**config.mk**
```make
export PLATFORM = sky130hd
export DESIGN_NAME = register_file_32x32
export DESIGN_NICKNAME = d
export VERILOG_FILES = /design/src/rtl/register_file_32x32.sv
export SDC_FILE = /design/constraint.sdc
export NUM_CORES = 2
export LEC_CHECK = 0
export CAP_MARGIN = 20
export CORE_ASPECT_RATIO = 1.1
export CORE_MARGIN = 3
export CORE_UTILIZATION = 40
export DETAILED_ROUTE_END_ITERATION = 10
export SLEW_MARGIN = 10
export SYNTH_ARGS = -nofsm -noshare
export SYNTH_HDL_FRONTEND = slang
export SYNTH_SLANG_ARGS = --single-unit
```
**constraint.sdc**
```tcl
create_clock -name clk -period 12.77 [get_ports clk]
set_input_delay 2.554 -clock clk [delete_from_list [all_inputs] [get_ports clk]]
set_output_delay 2.554 -clock clk [all_outputs]
set_load 0.05 [all_outputs]
```
**src/rtl/register_file_32x32.sv**
```systemverilog
// rtl/register_file_32x32.sv - 32x32 MIPS register file, two combinational reads, one synchronous write
//
// Purpose: architectural register file for the single-cycle MIPS datapath.
//   Entry 0 is hardwired to zero. An optional write-to-read bypass can be enabled
//   for reuse in a pipelined datapath.
//
// Ports:
//   clk             system clock, all state updates on the rising edge
//   rst_n           synchronous active-low reset
//   read_reg1/2     read port addresses (rs / rt)
//   write_reg       write-back destination address
//   write_data      write-back value
//   reg_write       write enable
//   read_data1/2    combinational read data
//   zero_write_err  sticky flag, set when a write to $0 is attempted; cleared by reset

module register_file_32x32 #(
    parameter int DATA_W = 32,
    parameter int ADDR_W = 5,
    parameter int BYPASS = 0
) (
    input  logic              clk,
    input  logic              rst_n,
    input  logic [ADDR_W-1:0] read_reg1,
    input  logic [ADDR_W-1:0] read_reg2,
    input  logic [ADDR_W-1:0] write_reg,
    input  logic [DATA_W-1:0] write_data,
    input  logic              reg_write,
    output logic [DATA_W-1:0] read_data1,
    output logic [DATA_W-1:0] read_data2,
    output logic              zero_write_err
);

    localparam int DEPTH = 2 ** ADDR_W;

    logic [DATA_W-1:0] regs [DEPTH];

    // Reset wins over a concurrent write. The write path is gated by reg_write
    // first, so write_reg contents are irrelevant while reg_write is low.
    always_ff @(posedge clk) begin
        if (!rst_n) begin
            for (int i = 0; i < DEPTH; i++) begin
                regs[i] <= '0;
            end
            zero_write_err <= 1'b0;
        end else if (reg_write) begin
            if (write_reg == '0) begin
                zero_write_err <= 1'b1;
            end else begin
                regs[write_reg] <= write_data;
            end
        end
    end

    // Address 0 is forced to zero ahead of the bypass check, so a $0 write is
    // never forwarded. A nonzero address match implies write_reg is nonzero.
    function automatic logic [DATA_W-1:0] read_port(input logic [ADDR_W-1:0] addr);
        logic [DATA_W-1:0] data;
        data = '0;
        if (addr != '0) begin
            if ((BYPASS != 0) && reg_write && (write_reg == addr)) begin
                data = write_data;
            end else begin
                data = regs[addr];
            end
        end
        return data;
    endfunction

    always_comb begin
        read_data1 = read_port(read_reg1);
        read_data2 = read_port(read_reg2);
    end

endmodule
```
==> metrics <==
Die Y=between 300 and 400 um; Post-CTS Setup Inserts=0; Hold Crit Class=register to register; WL/cell=33.1 um; Syn. warnings=0; pwr dens=about 130 nW/um2; First DRT Iteration DRCs=between 4000 and 5000; crit path DAT=7.10 ns; Clock Latency Late Sink=around 0.70 ns; Die Wd=357 um; Setup violations, final=0; PortBufs=~110; part of the power in combinational logic=13.6%; RSZ-0062 raised after global routing=no; maxcap violations=0; critical path class=input port to output port; Placed Cells=5144; drt via density=around 6.2; Slew HR=a little under a fifth; Worst-Margin Slew=approximately 1.2 ns; CTS sink cnt=about 1000; Final nets=3544; Synth cell types=44; Avg Inst Size Synth=around 15 um2; CP Capture Type=output port; ranking of synthesized cells by area=edfxtp_1 (57%), mux4_2 (20%), and2_1 (12%); async set-reset flop share out of synthesis=0%; CTS max path bufs=3; htree depth=3; Synth Flop Type=edfxtp_1; global route hottest layer=met2; largest net degree at the start of global routing=between 100 and 150; Starting Density=slightly above 40%; vias in the first global route=33997; CTS Buf Count=between 100 and 150; hold_buf cts=0; Clk pwr share=between 30% and 40%; synthesis-stage register bit count=1025; Row Count=140; grt met3 use=under 10%; drt drc=0; Core Area=133000 um2; area leader, netlist=edfxtp_1; Syn-to-layout area delta=12.5%; CP required=10.22 ns; # IOs=roughly 120; peak supply drop=0.119 mV; post-synth top area share=56.8%; fin crit period=around 9.7 ns; fmax=around 100 MHz; critical path fanouts, max=between 60 and 70; Post-Route WL=around 180000 um; Startpoint Class=input port; Synth Instances=between 3000 and 4000; synthesized cell area=54200 um2; first-pass GRT wire length=roughly 250000 um; GRT met1 Usage=34.7%; layout cells sized above 1=approximately a quarter; TritonRoute pass-1 iters=5; net switching power figure=2110 uW; Global Route Usage Sum=about 25%; register area share after synthesis=56.8%; final setup TNS=0 ns; PostCTS Resize Cnt=0; GRT Residual Overflow=0; area of the die=around 140000 um2; Detail Placement HPWL=102000 um; Non-Filler Instances=5365; number of synthesized flops with an enable pin=between 1000 and 1500; Leak=0.0205 uW; internal power=about 6000 uW; GR Layer Usage met2=roughly 39%; initial antenna violation count=17; Slew Viols, Final=0; post-route ant nets=0; status=complete, no violations; switching part of the total=25.9%; fin crit share=75.6%; clk_skew=0 ns; Fill cells=11593; Final Hold Vio Count=0; CTS tree=done; Flop pwr share=48.9%; vias=roughly 33000; clk slew on worst S/H paths=0.06 ns; Root Driver=clkbuf_16; Placer Congestion=about 0.84
## state kept, by name, summed over array words and instances (netlist names)
name	cells
regs	1024
zero_write_err	1
## power groups by stage
| stage | Sequential (uW) | Combinational [uW] | Clock [uW] |
|---|---|---|---|
| 2_1_floorplan | 4020 | 702 | 0 |
| 3_3_place_gp | 4040 | 1100 | 0 |
| 3_5_place_dp | 4050 | 1100 | 0 |
| 4_1_cts | 3980 | 1100 | 3100 |
| 5_1_grt | 4000 | 1150 | 3230 |
| 6_report | 3980 | 1110 | 3060 |
## cell families (layout without fill, tap and decap cells)
group | count (synthesis) | count (layout) | share of synthesized area, %
AND/OR/NAND/NOR | 1146 | 1146 | 12.9
flip-flops | 1025 | 1025 | 56.8
multiplexers | 652 | 652 | 23.1
buffers and inverters | 392 | 438 | 3.23
AO/OA/AOI/OAI | 290 | 290 | 3.91
other | 1 | 39 | 0.00692
## cell usage in the layout, fill, tap and decap left out, drive strengths merged, types with 7 or more instances in the layout
cell type,count
edfxtp,1024
a22oi,14
a2111oi,28
clkinv,48
diode,7
nor4,7
a211oi,39
conb,32
o22ai,83
clkbuf,144
mux2i,143
a21oi,7
and2,996
nor2,38
nand2,9
o221ai,26
o21ai,32
clkdlybuf4s50,105
nor2b,16
buf,128
nor3,55
mux4,475
mux2,34
a22o,50
## path summary, 6_finish.rpt
path,startpoint,end,slack (ns),cells after the start
worst max-delay path,read_reg1[2],read_data1[11],3.12,7
worst min register to register,zero_write_err,zero_write_err,0.48,2
worst min-delay path,zero_write_err,zero_write_err,0.48,2
worst max register to register,zero_write_err,zero_write_err,12.14,2
## Yosys cell counts, types with 9 or more instances
library cell,count
edfxtp_1,1024
and2_1,996
mux4_2,475
clkbuf_1,290
mux2i_1,143
o22ai_1,83
nor3_1,55
a22o_1,50
buf_2,50
a211oi_1,39
nor2_1,38
mux2_2,34
o21ai_0,31
a2111oi_0,28
o221ai_1,26
buf_4,25
buf_6,16
nor2b_1,16
a22oi_1,14
buf_1,9
nand2_1,9
## layout make-up
class | instances | area (um2) | share of cell area, %
tap | 1775 | 2220 | 3.64
clock buffer | 143 | 2980 | 4.89
clock inverter | 59 | 388 | 0.636
sequential | 1025 | 30800 | 50.5
antenna | 7 | 17.5 | 0.0287
timing repair buffer | 234 | 2250 | 3.69
inverter | 2 | 7.51 | 0.0123
multi-input combinational | 2120 | 22300 | 36.6
## critical path, stage by stage
cell and delay (ns):
buf_6 0.58, nand3b_1 1.03, buf_4 0.58, o221ai_1 0.21
a211oi_1 0.13, nor3_1 0.90, clkdlybuf4s50_1 0.97
## metrics by stage
step	setup WS, ns	power [uW]	hold slack, ns	cell area, um2	utilization [%]
after floorplan	4.99	4720	0.749	54300	-
after global placement	3.42	5140	0.466	57300	42.9
after detailed placement	3.48	5150	0.460	57400	43.0
after CTS	3.46	8180	0.480	60800	45.5
after global routing	3.16	8380	0.514	60900	45.6
final	3.12	8150	0.479	60900	45.7
## layer usage
layer,up-vias,wire length [um]
met5,-,8
met4,2,7610
met3,358,17800
met2,1805,81200
met1,17435,70800
li1,13573,-
No activity file was read; power rests on OpenSTA's default activity.
